## config.mk

```make
export PLATFORM = sky130hd
export DESIGN_NAME = csp1_seq
export DESIGN_NICKNAME = d
export VERILOG_FILES = /design/src/rtl/csp_pkg.sv /design/src/rtl/csp_cat_buf.sv /design/src/rtl/csp1_seq.sv
export SDC_FILE = /design/constraint.sdc
export NUM_CORES = 1
export LEC_CHECK = 0
export ABC_AREA = 1
export BUFFER_PORTS_ARGS = -buffer_cell sky130_fd_sc_hd__buf_2
export CORE_MARGIN = 2
export CORE_UTILIZATION = 43
export CTS_CLUSTER_SIZE = 8
export DETAILED_ROUTE_END_ITERATION = 8
export GPL_ROUTABILITY_DRIVEN = 0
export GPL_TIMING_DRIVEN = 0
export PLACE_DENSITY_LB_ADDON = 0.1
export SLEW_MARGIN = 20
export SYNTH_ARGS = -nofsm -noshare
export SYNTH_HDL_FRONTEND = slang
export SYNTH_SLANG_ARGS = --single-unit
```

## constraint.sdc

```tcl
create_clock -name clk -period 2.5 [get_ports clk]
set_clock_uncertainty 0.1 [all_clocks]
set_input_delay 0.25 -clock clk [delete_from_list [all_inputs] [get_ports clk]]
set_output_delay 0.25 -clock clk [all_outputs]
set_load 0.01 [all_outputs]
```

## src/rtl/csp_pkg.sv

```systemverilog
// Shared definitions for the CSP1 sequencer: engine op codes, FSM states and
// the buffer address-width helper.
package csp_pkg;

  typedef enum logic [2:0] {
    OP_NONE = 3'd0,
    OP_CBS1 = 3'd1,
    OP_RES  = 3'd2,
    OP_CBS2 = 3'd3,
    OP_CBSO = 3'd4
  } op_t;

  typedef enum logic [2:0] {
    S_IDLE = 3'd0,
    S_CBS1 = 3'd1,
    S_RES  = 3'd2,
    S_CBS2 = 3'd3,
    S_CBSO = 3'd4,
    S_DONE = 3'd5
  } state_t;

  // Address bits for a buffer of 'words' entries, never less than one bit.
  function automatic int addr_width(input int words);
    return (words <= 2) ? 1 : $clog2(words);
  endfunction

endpackage

```

## src/rtl/csp_cat_buf.sv

```systemverilog
// Concatenation store: one write port, one read port, registered read data
// that holds its value whenever no read is issued.
module csp_cat_buf #(
  parameter int DATA_WIDTH = 16,
  parameter int DEPTH      = 16,
  parameter int AW         = 4
) (
  input  logic                  clk,
  input  logic                  reset,
  input  logic                  wr_en,
  input  logic [AW-1:0]         wr_addr,
  input  logic [DATA_WIDTH-1:0] wr_data,
  input  logic                  rd_en,
  input  logic [AW-1:0]         rd_addr,
  output logic [DATA_WIDTH-1:0] rd_data
);

  logic [DATA_WIDTH-1:0] mem [DEPTH];

  always_ff @(posedge clk) begin
    if (wr_en) mem[wr_addr] <= wr_data;
  end

  // Only the read register is cleared; array contents are left as they are.
  always_ff @(posedge clk) begin
    if (!reset)     rd_data <= '0;
    else if (rd_en) rd_data <= mem[rd_addr];
  end

endmodule

```

## src/rtl/csp1_seq.sv

```systemverilog
// CSP1 pass sequencer: runs CBS1, N_RES residual iterations, CBS2, then streams
// the channel concatenation {res, cbs2} to the CBSO engine.
module csp1_seq
  import csp_pkg::*;
#(
  parameter int DATA_WIDTH = 16,
  parameter int N_RES      = 1,
  parameter int RES_WORDS  = 8,
  parameter int CBS2_WORDS = 8
) (
  input  logic                  clk,
  input  logic                  reset,
  input  logic                  start,
  output logic                  busy,
  output logic                  done,
  output logic                  eng_start,
  output logic [2:0]            eng_op,
  output logic [2:0]            eng_iter,
  input  logic                  eng_done,
  input  logic                  in_valid,
  input  logic [DATA_WIDTH-1:0] in_data,
  output logic                  in_ready,
  output logic                  out_valid,
  output logic [DATA_WIDTH-1:0] out_data,
  input  logic                  out_ready,
  output logic                  err
);

  localparam int TOTAL = RES_WORDS + CBS2_WORDS;
  localparam int AW    = addr_width(TOTAL);
  localparam int CW    = $clog2(TOTAL + 1);

  localparam logic [CW-1:0] RES_CNT   = CW'(RES_WORDS);
  localparam logic [CW-1:0] CBS2_CNT  = CW'(CBS2_WORDS);
  localparam logic [CW-1:0] LAST_TX   = CW'(TOTAL - 1);
  localparam logic [2:0]    LAST_ITER = 3'(N_RES - 1);

  state_t        state, state_nx;
  logic [2:0]    iter_q, iter_nx;
  logic [CW-1:0] wr_cnt_q, wr_cnt_nx;
  logic [CW-1:0] tx_cnt_q, tx_cnt_nx;
  logic          eng_start_q, eng_start_nx;
  logic          err_q, err_nx;
  logic          out_valid_q, out_valid_nx;
  logic          eng_seen_q, eng_seen_nx;
  logic          words_done_q, words_done_nx;

  logic          final_res, in_region, accept, xfer, last_xfer;
  logic [CW-1:0] region_size, cnt_after;
  logic          rd_en;
  logic [AW-1:0] wr_addr, rd_addr;

  // Write-side decode: only the final residual iteration and CBS2 own a region.
  always_comb begin
    final_res   = (state == S_RES) && (iter_q == LAST_ITER);
    in_region   = final_res || (state == S_CBS2);
    region_size = (state == S_CBS2) ? CBS2_CNT : RES_CNT;
    in_ready    = in_region && (wr_cnt_q < region_size);
    accept      = in_ready && in_valid;
    cnt_after   = wr_cnt_q + CW'(accept);
    wr_addr     = (state == S_CBS2) ? (AW'(RES_WORDS) + AW'(wr_cnt_q)) : AW'(wr_cnt_q);
    xfer        = out_valid_q && out_ready;
    last_xfer   = xfer && (tx_cnt_q == LAST_TX);
  end

  always_comb begin
    state_nx      = state;
    iter_nx       = iter_q;
    wr_cnt_nx     = cnt_after;
    tx_cnt_nx     = tx_cnt_q;
    eng_start_nx  = 1'b0;
    err_nx        = err_q;
    out_valid_nx  = out_valid_q;
    eng_seen_nx   = eng_seen_q;
    words_done_nx = words_done_q;
    rd_en         = 1'b0;
    rd_addr       = '0;
    case (state)
      S_IDLE: begin
        if (start) begin
          state_nx     = S_CBS1;
          err_nx       = 1'b0;
          iter_nx      = 3'd0;
          wr_cnt_nx    = '0;
          eng_start_nx = 1'b1;
        end
      end
      S_CBS1: begin
        if (eng_done) begin
          state_nx     = S_RES;
          iter_nx      = 3'd0;
          wr_cnt_nx    = '0;
          eng_start_nx = 1'b1;
        end
      end
      S_RES: begin
        if (eng_done) begin
          eng_start_nx = 1'b1;
          wr_cnt_nx    = '0;
          if (final_res) begin
            if (cnt_after != RES_CNT) err_nx = 1'b1;
            state_nx = S_CBS2;
          end else begin
            iter_nx = iter_q + 3'd1;
          end
        end
      end
      S_CBS2: begin
        // Prefetch word 0 on the way out so out_data is valid on CBSO entry.
        if (eng_done) begin
          if (cnt_after != CBS2_CNT) err_nx = 1'b1;
          state_nx      = S_CBSO;
          eng_start_nx  = 1'b1;
          wr_cnt_nx     = '0;
          tx_cnt_nx     = '0;
          out_valid_nx  = 1'b1;
          eng_seen_nx   = 1'b0;
          words_done_nx = 1'b0;
          rd_en         = 1'b1;
          rd_addr       = '0;
        end
      end
      S_CBSO: begin
        if (eng_done) eng_seen_nx = 1'b1;
        if (xfer) begin
          tx_cnt_nx = tx_cnt_q + CW'(1);
          if (last_xfer) begin
            out_valid_nx  = 1'b0;
            words_done_nx = 1'b1;
          end else begin
            rd_en   = 1'b1;
            rd_addr = AW'(tx_cnt_q + CW'(1));
          end
        end
        if ((words_done_q || last_xfer) && (eng_seen_q || eng_done)) state_nx = S_DONE;
      end
      S_DONE: begin
        state_nx = S_IDLE;
        iter_nx  = 3'd0;
      end
      default: state_nx = S_IDLE;
    endcase
  end

  always_ff @(posedge clk) begin
    if (!reset) begin
      state        <= S_IDLE;
      iter_q       <= 3'd0;
      wr_cnt_q     <= '0;
      tx_cnt_q     <= '0;
      eng_start_q  <= 1'b0;
      err_q        <= 1'b0;
      out_valid_q  <= 1'b0;
      eng_seen_q   <= 1'b0;
      words_done_q <= 1'b0;
    end else begin
      state        <= state_nx;
      iter_q       <= iter_nx;
      wr_cnt_q     <= wr_cnt_nx;
      tx_cnt_q     <= tx_cnt_nx;
      eng_start_q  <= eng_start_nx;
      err_q        <= err_nx;
      out_valid_q  <= out_valid_nx;
      eng_seen_q   <= eng_seen_nx;
      words_done_q <= words_done_nx;
    end
  end

  always_comb begin
    case (state)
      S_CBS1:  eng_op = OP_CBS1;
      S_RES:   eng_op = OP_RES;
      S_CBS2:  eng_op = OP_CBS2;
      S_CBSO:  eng_op = OP_CBSO;
      default: eng_op = OP_NONE;
    endcase
  end

  assign busy      = (state != S_IDLE);
  assign done      = (state == S_DONE);
  assign eng_start = eng_start_q;
  assign eng_iter  = iter_q;
  assign err       = err_q;
  assign out_valid = out_valid_q;

  csp_cat_buf #(
    .DATA_WIDTH (DATA_WIDTH),
    .DEPTH      (TOTAL),
    .AW         (AW)
  ) u_buf (
    .clk     (clk),
    .reset   (reset),
    .wr_en   (accept),
    .wr_addr (wr_addr),
    .wr_data (in_data),
    .rd_en   (rd_en),
    .rd_addr (rd_addr),
    .rd_data (out_data)
  );

endmodule

```

; ---- Word level (Yosys, flattened, before mapping)
; Memories as Yosys holds them, arrays and structs flattened. A register that Yosys moved wholly into a read port is not among the register bits.
; Cells that the tools add are included.
[word_totals]
register_bits = 21
mem_bits_rw = 256
word_cells = 101
n_memories = 1
[memory_table]
columns = memory, words, word_bits, rd, rd_ports_with_merged_regs, write_ports, line
row1 = u_buf.mem, 16, 16, 1, 1, 1, csp_cat_buf.sv:18  ; logic [DATA_WIDTH-1:0] mem [DEPTH];
[classes]
n_addsub = 4
n_lt_le_gt_ge = 1
n_eq_ne = 17
muxes = 46
n_reduce_logical = 23
[ops]
columns = operator, n
row1 = 3-bit two-way mux, 10
row2 = 3-bit case mux with 4 select lines, 2
row3 = 5-bit two-way mux, 4
row4 = 2-bit != test (second input constant), 10
row5 = 5-bit case mux with 2 select lines, 2
row6 = 1-bit two-way mux, 17
row7 = 4-bit two-way mux, 4
row8 = 3-bit case mux with 5 select lines, 1
row9 = 1-bit case mux with 2 select lines, 5
row10 = 5-bit AND reduction, 2
row11 = 3-bit by 2-bit equality test with 1-bit output (second input constant), 2
row12 = 3-bit equality test (second input constant), 2
row13 = 1-bit logical AND, 6
row14 = 3-bit zero test, 2
row15 = 3-bit AND reduction, 2
row16 = 6-bit AND reduction, 1
row17 = 3-bit nonzero test, 2
row18 = 5-bit by 1-bit adder with 5-bit output, 1
row19 = 5-bit by 1-bit adder with 5-bit output (second input constant), 1
row20 = 5-bit by 4-bit equality test with 1-bit output (second input constant), 1
row21 = 5-bit by 4-bit < comparator with 1-bit output (second input constant), 1
row22 = 5-bit by 4-bit != test with 1-bit output (second input constant), 1
row23 = 4-bit adder (first input constant), 1
row24 = 4-bit AND reduction, 1
row25 = other kinds (8), 10

; ---- Longest topological paths before layout
; Gate-level depths: netlist of the first run.
[logic_depth]
depth_word = 11
depth_mapped = 16
mapped_depth_nobuf = 15

; ---- Modules after synthesis
; From an unflattened synthesis of the first run, not the netlist that was laid out.
[hier_totals]
hier_cells = 1146
area_unflattened_um2 = 12323.1
[by_module_without_submodules]
columns = module, instances, cells_per_inst, area_each_um2, seq_area_each_um2
row1 = csp_cat_buf, 1, 951, 11038.1, 8007.7
row2 = csp1_seq, 1, 195, 1285.0, 420.4

; ---- Least setup slack after synthesis of the first run
; OpenSTA, ideal clock, no wires.
[synth_path]
kind = flip-flop to flip-flop
from = reg iter_q[0], in the netlist eng_iter[0]
to = mem u_buf.mem[10][0] (enable)
setup_ns = 0.388
arrival_time_ns = 2.202
setup_slack_ns = -0.190
path_stages_with_launch = 11
period_less_slack_ns = 2.690
cell_sequence = dfxtp_1 inv_1 ha_1 inv_1 nor3_1 nor2_1 nor3_2 and2_0 buf_2 nand3_1 nor2_1
[synth_via]
elab_chain_cells = 7
[synth_rtl]
columns = item, line
row1 = from (decl), csp1_seq.sv:39  ; logic [2:0] iter_q, iter_nx;
row2 = from (signal assigned), csp1_seq.sv:158  ; iter_q <= iter_nx;
row3 = 3-bit zero test, csp1_seq.sv:55  ; final_res = (state == S_RES) && (iter_q == LAST_ITER);
row4 = 1-bit logical AND, csp1_seq.sv:55
row5 = 1-bit logical OR, csp1_seq.sv:56  ; in_region = final_res || (state == S_CBS2);
row6 = 1-bit logical AND, csp1_seq.sv:58  ; in_ready = in_region && (wr_cnt_q < region_size);
row7 = named net in_ready, csp1_seq.sv:22  ; output logic in_ready,
row8 = 1-bit logical AND, csp1_seq.sv:59  ; accept = in_ready && in_valid;
row9 = 1-bit two-way mux, csp_cat_buf.sv:21  ; if (wr_en) mem[wr_addr] <= wr_data;
row10 = 1-bit two-way mux (implied by the code), csp_cat_buf.sv:21
row11 = to (decl), csp_cat_buf.sv:18
; The timed path passes the listed nets, and every way through them passes these cells.

; ---- Final worst setup path of the first run
[layout_path]
from = reg tx_cnt_q[1]
to = reg u_buf.rd_data[2] (read register of u_buf.mem)
[layout_via]
elab_chain_cells = 5
word_cells_on_any_way = 9
[layout_rtl]
columns = item, line
row1 = from (decl), csp1_seq.sv:41  ; logic [CW-1:0] tx_cnt_q, tx_cnt_nx;
row2 = from (signal assigned), csp1_seq.sv:160  ; tx_cnt_q <= tx_cnt_nx;
row3 = branches (longest 5 deep; another with 5-bit by 1-bit adder with 5-bit output), -
row4 = to (decl), csp_cat_buf.sv:15  ; output logic [DATA_WIDTH-1:0] rd_data
; Several ways; the timed one is not identified.
; A chain may end at the register's enable or synchronous reset.

==> impl_metrics.toml, run 1 <==
[floorplanning]
die_h_um = 177.4
die-area_mm2 = 0.03146
io_pins = 50
core-area_mm2 = 0.02964
start_util_pct = 43.61
fp-row-count = 63
die_w_um = 177.4

[synthesis]
ys_warn_count = 0
netlist_area_mm2 = 0.01293
syn-instance-count = 1239
syn-num-nets = 1267
yosysSeqAreaShare_pct = 65.20
ys_types = 40
synth_ff_type = "edfxtp_1"
async_flop_share_pct = 0
synth_edf_count = 256
ys_ff_latch = 293
synth_area_per_cell_um2 = 10.43

[detailed_routing]
drt-total-wl_um = 38370
ant_nets = 0
initialDrtViolationCount = 809
vias = 9455
drc_errors = 0
avgViaCountPerCell = 5.309
wl_per_cell_um = 21.54
drt-pass1-iter-count = 5

[cells_and_area]
finalNonFillerCells = 1781
layout_commonest_cell = "edfxtp_1"
regArea_mm2 = 0.008434
drive_gt1_share_pct = 23.94
nets = 1401
multi_input_area_mm2 = 0.003929
antenna_cells = 0
fin_util_pct = 54.12
fill_cells = 2656
area_growth_pct = 24.08
final_cell_mix = "edfxtp_1, nand3_1, inv_1"

[critical_path]
path_class = "flop to flop"
rr_worst_depth = 15
reg2reg_slack_ns = 0.05
cp.required_ns = 2.82
crit_top_cell = "nand3_2"
critPathMaxStageDelay_ns = 0.33
critical_path.cell_chain = "ha_4 > and3_4 > ha_4 > inv_4 > nand3_4 > nor2_8 > nand2_4 > buf_8 > buf_6 > nand3_2 > nand3_1 > nand3_2 > nand3_2 > nand2_1 > inv_1"
cp_slowest_cell = "dfxtp_2"
worstPathMaxFanout = 10
cp-end-kind = "flop"
worst_setup_path_start_kind = "flop"
critPathArrivalTime_ns = 2.77

[power]
power_density_mw_per_mm2 = 756.1
leakage_nw = 6.643
switching_share_pct = 24.65
pwr-share-comb_pct = 11.6
pwr-share-seq_pct = 45.6
intPower_mw = 9.138
p_switching_mw = 2.989
ir_drop_mv = 0.5428
p_clk_share_pct = 42.7

[clock_network]
clk_pin_slew_ns = 0.06
clock_path_buffers = 3
cts-buffers-inserted = 42
htree_num_levels = 2
cts_tree = "built"
cts.sinks = 293
cts-root-buf = "clkbuf_16"
clk_latency_ns = 0.54

[sta]
max_slew_margin_pct = 53.67
rsz0062_at_grt = "yes"
hold_viol_final = 0
period_minus_slack_ns = 2.452
fmax_mhz = 407.9
fin_crit_sh_pct = 98.06
slew_violations = 0
worstMarginPinSlew_ns = 0.6891
finalSetupViolations = 0
setup_ws_ns = 0.04842

[global_route]
grt_pass1_wl_um = 56420
antenna_found_initial = 0
grt_max_degree = 17
track_usage_pct = 24.83
overflow = 0
grt_pass1_vias = 9095

[worst_hold_path]
min_path_type = "input port to flop"
min_path_cells = 1

[job]
drv_cap = 0

[place]
post-place-cells = 1694
dp_hpwl_um = 25540
portBuffers = 49
post-place-ws_ns = -0.5736

[status]
status = "finished, final reports clean"
-- cell families after synthesis --
kind of cell / synth area share [%]
AO/OA/AOI/OAI: 3.398
XOR/XNOR: 0.5421
adder cells (fa/ha/maj): 0.5808
buffers and inverters: 8.547
flip-flops: 65.20
AND/OR/NAND/NOR: 21.73
-- worst max-delay path: cells and delay by family (launching register included) --
family	cells	cell delay (ns)
adder cells (fa/ha/maj)	2	0.35
flip-flops	1	0.33
AND/OR/NAND/NOR	9	1.11
buffers and inverters	4	0.43
-- power groups by stage --
stage,Sequential [mW],Clock (mW),Combinational (mW)
finish,5.53,5.18,1.41
global route,5.54,5.44,1.56
CTS,5.52,5.24,1.36
detailed placement,5.60,0,1.24
global placement,5.60,0,1.19
floorplan,5.62,0,0.730
-- per-stage QoR --
step           setup TNS (ns)  total power [mW]  area [um^2]  hold slack (ns)
2_1_floorplan          -48.01             6.348        12930           0.2489
3_3_place_gp          -274.04             6.797        13660           0.3524
3_5_place_dp           -95.90             6.840        13910           0.3600
4_1_cts              -0.01456             12.12        15840          0.03626
5_1_grt              -0.09862             12.54        16040          0.05285
6_report                    0             12.13        16040          0.03783
-- worst paths after layout --
path | from | end
setup / recovery | tx_cnt_q[1] | u_buf.rd_data[2]
hold / removal | in_data[12] | u_buf.mem[13][12]
setup reg to reg | tx_cnt_q[1] | u_buf.rd_data[2]
hold reg to reg | eng_seen_q | eng_seen_q
-- repair_timing --
item,4_1_cts,5_1_grt
endpoints found under the hold margin,4,0
setup buffers,19,5
pin swaps,26,18
gates resized for setup,111,58
setup endpoints to repair,271,178
hold buffers,2,0
cloned,1,0
-- area by class of cell --
type / instances / share of cell area (%)
inverter: 202 / 4.766
buffer: 68 / 2.855
clock buffer: 62 / 7.419
sequential: 293 / 52.59
multi-input combinational: 674 / 24.49
tap: 390 / 3.042
timing repair buffer: 92 / 4.837
-- cell usage after synthesis (11+ instances only) --
| master | number | area [um^2] |
|---|---|---|
| o2111ai_1 | 16 | 140.1 |
| inv_1 | 197 | 739.5 |
| a21oi_1 | 11 | 55.05 |
| nand2_1 | 131 | 491.7 |
| clkbuf_1 | 21 | 78.83 |
| o21ai_0 | 28 | 140.1 |
| buf_2 | 37 | 185.2 |
| dfxtp_1 | 37 | 740.7 |
| nand3b_1 | 16 | 120.1 |
| nor2_1 | 101 | 379.1 |
| edfxtp_1 | 256 | 7687 |
| or2_2 | 33 | 206.5 |
| nand3_1 | 284 | 1421 |
-- state kept, by name, indices dropped and copies added, names as in the netlist --
signal	cells
words_done_q	1
eng_start	1
u_buf.mem	256
out_valid	1
wr_cnt_q	5
state	3
tx_cnt_q	5
err	1
eng_iter	3
u_buf.rd_data	16
eng_seen_q	1
-- metal layers --
metal,up-vias,routed length [um],GRT usage (%)
met1,4590,16540,33.93
li1,4450,-,-
met5,-,0,0
met4,0,1750,11.48
met2,335,17600,39.15
met3,80,2477,3.770
Note: power is estimated with default switching activity, not from simulation.
==> inputs of run 2 (changes only) <==
--- a/config.mk
+++ b/config.mk
@@ -17,4 +17,5 @@
 export SLEW_MARGIN = 20
 export SYNTH_ARGS = -nofsm -noshare
 export SYNTH_HDL_FRONTEND = slang
+export SYNTH_HIERARCHICAL = 1
 export SYNTH_SLANG_ARGS = --single-unit
==> run 2 against run 1 <==
Effect of this change: the run now ends with negative setup slack left; routed wire length shrank 6.8%; sequential share of layout area fell by 1.4 points; combinational power shrank 6%; critical path depth increased by 4; utilization rose by 4.8 points; clock power is 3% lower; die area shrank 4.6%; fmax fell by 3.1%.
==> impl_metrics.toml, run 2 <==
[cells_and_area]
layout_commonest_cell = "nand2_1"
area_growth_pct = 33.81
fin_util_pct = 58.87
top_register = "u_buf/mem"
nets = 1331
largest_reg_flops = 256
largest_registers = "u_buf/mem x256, u_buf/rd_data x16"
drive_gt1_share_pct = 32.04
final_cell_mix = "nand2_1, edfxtp_1, nand3_1"
finalNonFillerCells = 1696

[detailed_routing]
vias = 8990
drc_errors = 0
drt-total-wl_um = 35760
wl_per_cell_um = 21.08
drt-pass1-iter-count = 6
ant_nets = 0
avgViaCountPerCell = 5.301
initialDrtViolationCount = 766

[synthesis]
synth_top_area_share_pct = 62.38
synth_area_per_cell_um2 = 10.75
syn-num-nets = 1174
ys_ff_latch = 293
ys_types = 27
yosys-top-cells-count = "nand2_1, edfxtp_1, nand3_1"
ys_top_cells_by_area = "edfxtp_1, nand2_1, nand3_1"
yosysSeqAreaShare_pct = 68.39
async_flop_share_pct = 0
yosys.area.top_type = "edfxtp_1"
syn-instance-count = 1146
synth_edf_count = 256
yosysMostFrequentCell = "nand2_1"
netlist_area_mm2 = 0.01232
ys_warn_count = 6
synth_ff_type = "edfxtp_1"

[floorplanning]
start_util_pct = 43.99
core-area_mm2 = 0.02801
fp-row-count = 61
die_w_um = 173.3
die_h_um = 173.3
die-area_mm2 = 0.03003
io_pins = 50

[power]
ir_drop_mv = 0.5834
p_clk_share_pct = 42.3
power_density_mw_per_mm2 = 721.6
p_switching_mw = 2.889
intPower_mw = 9.009
finalPower_mw = 11.90
pwr-share-comb_pct = 11.1
pwr-share-seq_pct = 46.6
switching_share_pct = 24.28
leakage_nw = 6.234

[sta]
finalSetupViolations = 1
max_slew_margin_pct = 62.96
fin_crit_sh_pct = 101.2
hold_viol_final = 0
worstMarginPinSlew_ns = 0.5543
period_minus_slack_ns = 2.530
fmax_mhz = 395.2
setup_ws_ns = -0.03019
rsz0062_at_grt = "yes"
slew_violations = 0

[global_route]
overflow = 0
track_usage_pct = 23.20
grt_pass1_wl_um = 52260
antenna_found_initial = 0
grt_max_degree = 17
grt_pass1_vias = 8722

[clock_network]
cts-buffers-inserted = 42
htree_num_levels = 2
cts_tree = "built"
cts-root-buf = "clkbuf_16"
clock_path_buffers = 3
clk_pin_slew_ns = 0.05
cts.sinks = 293
clk_latency_ns = 0.52

[critical_path]
worstPathMaxFanout = 9
cp-end-kind = "flop"
cp.required_ns = 2.86
critPathArrivalTime_ns = 2.89
worst_setup_path_start_kind = "flop"
path_class = "flop to flop"

[place]
post-place-ws_ns = -0.6268
post-place-cells = 1585
portBuffers = 49
dp_hpwl_um = 21900

[status]
status = "complete, but fails checks"
failed_checks = "negative setup slack"

[worst_hold_path]
min_path_type = "input port to flop"

[job]
drv_cap = 0
==> run 2: cell types whose count changed after synthesis, sizes merged, moves of 24 or more <==
cell   before  now
or2        33    0
nand3     285  226
nand2     136  390
o21ai      38    8
inv       201   51
nor2      107   83
==> run 2: repair_timing <==
action / in CTS / in global routing
hold buffers: 2 / 0
endpoints found under the setup margin: 264 / 50
gates resized for setup: 235 / 113
cloned: 5 / 12
hold endpoints to repair: 6 / 0
pin swaps: 61 / 23
setup buffers: 31 / 6
==> run 2: metal layers <==
metal | GRT usage [%] | up-vias | wire (um)
met4 | 6.427 | 0 | 845
met2 | 40.55 | 241 | 18120
met1 | 30.45 | 4461 | 15150
li1 | - | 4228 | -
met3 | 3.048 | 60 | 1644
met5 | 0 | - | 0
==> run 2: final timing paths <==
| kind | start | end | slack, ns | depth (start not counted) |
|---|---|---|---|---|
| setup reg to reg | tx_cnt_q[0] | u_buf/rd_data[8] | -0.03 | 19 |
| hold reg to reg | eng_seen_q | eng_seen_q | 0.37 | 2 |
| setup / recovery | tx_cnt_q[0] | u_buf/rd_data[8] | -0.03 | 19 |
| hold / removal | start | eng_start | 0.009 | 5 |
==> run 2: worst max-delay path, cell delays in order, from the launching register on <==
cell	delay (ns)
dfxtp_4	0.35
ha_4	0.16
nand2_2	0.06
nor2_1	0.04
ha_2	0.18
inv_2	0.05
nand4_1	0.09
buf_6	0.15
nor2_4	0.15
buf_6	0.15
clkbuf_16	0.20
clkbuf_16	0.16
nand2_1	0.05
nand3_1	0.11
nand3_2	0.11
nand2_2	0.14
nand2_2	0.06
nand3_2	0.06
nand2_1	0.05
inv_1	0.04
==> run 2: cell type report <==
type,count,area (um^2)
repair buffers,116,1245
clock buffers,56,1125
diodes,1,2.502
clock inverters,2,13.76
inverters,51,203.9
flip-flops and latches,293,8437
fillers,2341,11520
multi-input cells,744,4253
plain buffers,55,737.0
well taps,378,473.0
==> run 2: cell families (layout without fill, tap and decap cells) <==
kind of cell,count (synthesis),count (layout),share of synthesized area (%)
and+or+nand+nor,709,709,24.53
other,0,1,0
DFF,293,293,68.39
xor gates and xnor gates,3,3,0.2133
buffers and inverters,109,280,5.158
adders and majority gates,6,6,0.6092
AOI/OAI and AO/OA,26,26,1.097
==> run 2: metrics by stage <==
step	TNS, ns	cell area (um^2)	hold slack [ns]
3_3_place_gp	-234.10	13040	0.3497
2_1_floorplan	-4.071	12320	0.2489
3_5_place_dp	-78.03	13240	0.3621
4_1_cts	-0.03521	15760	0.000006495
6_report	-0.03019	16490	0.009097
5_1_grt	-1.341	16490	0.03171
==> run 2: power groups by stage <==
stage,combinational (mW),clock (mW),sequential (mW)
final,1.32,5.03,5.54
after CTS,1.29,5.12,5.54
after global placement,1.12,0,5.64
after floorplan,0.718,0,5.64
after global routing,1.47,5.31,5.55
after detailed placement,1.15,0,5.63
==> inputs of run 3 (changes only) <==
==> constraint.sdc (replaced) <==
create_clock -name clk -period 3 [get_ports clk]
set_clock_uncertainty 0.1 [all_clocks]
set_input_delay 0.3 -clock clk [delete_from_list [all_inputs] [get_ports clk]]
set_output_delay 0.3 -clock clk [all_outputs]
set_load 0.01 [all_outputs]
==> run 3 against run 2 <==
Effect of this change: the flow now finishes without violations; total power down 18%; sequential share of layout area rose by 6.7 points; cell area fell by 12%; global-route usage fell by 0.95 points; critical path type unchanged; critical endpoint is now u_buf/mem[13][11]; fmax is 10% lower; combinational power decreased by 27%; die area unchanged; worst hold slack improved by 0.052 ns; highest routed layer unchanged; routed wire length down 7.7%; setup slack better by 0.21 ns.
==> impl_metrics.toml, run 3 (synthesis gave the netlist of run 2 again) <==
[power]
intPower_mw = 7.433
pwr-share-seq_pct = 47.3
leakage_nw = 5.575
pwr-share-comb_pct = 9.8
switching_share_pct = 23.94
finalPower_mw = 9.772
ir_drop_mv = 0.4829
power_density_mw_per_mm2 = 671.4
p_switching_mw = 2.339
p_clk_share_pct = 42.8

[detailed_routing]
drt-total-wl_um = 33010
drc_errors = 0
avgViaCountPerCell = 5.179
initialDrtViolationCount = 583
wl_per_cell_um = 19.99
vias = 8551
ant_nets = 0
drt-pass1-iter-count = 5

[job]
drv_cap = 0

[sta]
max_slew_margin_pct = 39.68
rsz0062_at_grt = "yes"
slew_violations = 0
whs_ns = 0.06094
finalSetupViolations = 0
hold_viol_final = 0
fin_crit_sh_pct = 94.14
worstMarginPinSlew_ns = 0.9038
setup_tns_ns = 0
period_minus_slack_ns = 2.824
fmax_mhz = 354.1
setup_ws_ns = 0.1757

[place]
portBuffers = 49
post-place-ws_ns = -0.1268
dp_hpwl_um = 21900

[floorplanning]
die_w_um = 173.3
die-area_mm2 = 0.03003
fp-row-count = 61
io_pins = 50
start_util_pct = 43.99
die_h_um = 173.3
core-area_mm2 = 0.02801

[clock_network]
cts-buffers-inserted = 42
cts_tree = "built"
clk_latency_ns = 0.52
clock_path_buffers = 3
cts.sinks = 293
cts-root-buf = "clkbuf_16"
clk_pin_slew_ns = 0.05
htree_num_levels = 2

[critical_path]
path_class = "flop to flop"
worst_setup_path_start_kind = "flop"
critPathArrivalTime_ns = 2.86
cp-end-kind = "flop"
cp.required_ns = 3.04
worstPathMaxFanout = 16

[global_route]
overflow = 0
track_usage_pct = 22.25
antenna_found_initial = 0
grt_max_degree = 17
grt_pass1_vias = 8377
grt_pass1_wl_um = 49870

[cells_and_area]
final_cell_mix = "nand2_1, edfxtp_1, nand3_1"
nets = 1286
drive_gt1_share_pct = 15.80
largest_registers = "u_buf/mem x256, u_buf/rd_data x16"
largest_reg_flops = 256
layout_commonest_cell = "nand2_1"
top_register = "u_buf/mem"
fin_util_pct = 51.96
area_growth_pct = 18.11

[status]
status = "finished, final reports clean"

[worst_hold_path]
min_path_type = "input port to flop"
## run 3: cell types whose count changed in the layout (fill, tap and decap cells not counted), moves of 11 or more
cell and delta:
nand3_1 +106, nand3_2 -93, nand2_1 +59, nand2_2 -51, buf_8 -24, buf_12 -14
buf_4 -14, clkbuf_16 -14, nand3_4 -13, buf_6 +11, nor2_4 -11
## run 3: final cells by class
type	instances	area [um^2]
inverter	51	200.2
timing repair buffer	68	481.7
antenna	1	2.502
clock buffer	56	1125
tap	378	473.0
sequential	293	8429
buffer	58	475.5
clock inverter	2	13.76
multi-input combinational	744	3354
fill	2582	13460
## run 3: path summary, 6_finish.rpt
check	startpoint	to	slack, ns	depth (start not counted)
min	start	eng_start	0.06	5
min reg2reg	eng_seen_q	eng_seen_q	0.37	2
max reg2reg	state[2]	u_buf/mem[13][11]	0.18	9
max	state[2]	u_buf/mem[13][11]	0.18	9
## run 3: critical path, stage by stage, from the launching register on
cell,delay (ns)
dfxtp_1,0.40
inv_4,0.17
nand2_1,0.06
nor2_1,0.18
nand2_1,0.11
nand2_1,0.10
nand3_1,0.12
nor2_2,0.21
nand3_1,0.22
nor2_2,0.75
## run 3: power by group through the flow
stage | sequential (mW) | clock (mW) | combinational, mW
after floorplan | 4.70 | 0 | 0.599
after global placement | 4.70 | 0 | 0.935
after detailed placement | 4.70 | 0 | 0.956
after CTS | 4.62 | 4.27 | 0.962
after global routing | 4.63 | 4.42 | 1.09
final | 4.62 | 4.19 | 0.962
## run 3: stage by stage
step           std cells  instance area, um^2
2_1_floorplan       1146                12320
3_3_place_gp        1573                13040
3_5_place_dp        1585                13240
4_1_cts             1645                14400
5_1_grt             1650                14550
6_report            1651                14560
## run 3: per-layer routing
layer,track usage (%),wire length [um]
met5,0,0
met4,7.592,950
met3,3.487,1792
met2,37.88,16520
met1,29.12,13750
## run 3: timing repair
item	in CTS	in global routing
endpoints found under the setup margin	42	108
buffers inserted	0	5
pin swaps	0	2
endpoints found under the hold margin	2	0
resized for setup	5	38
hold buffers	2	0
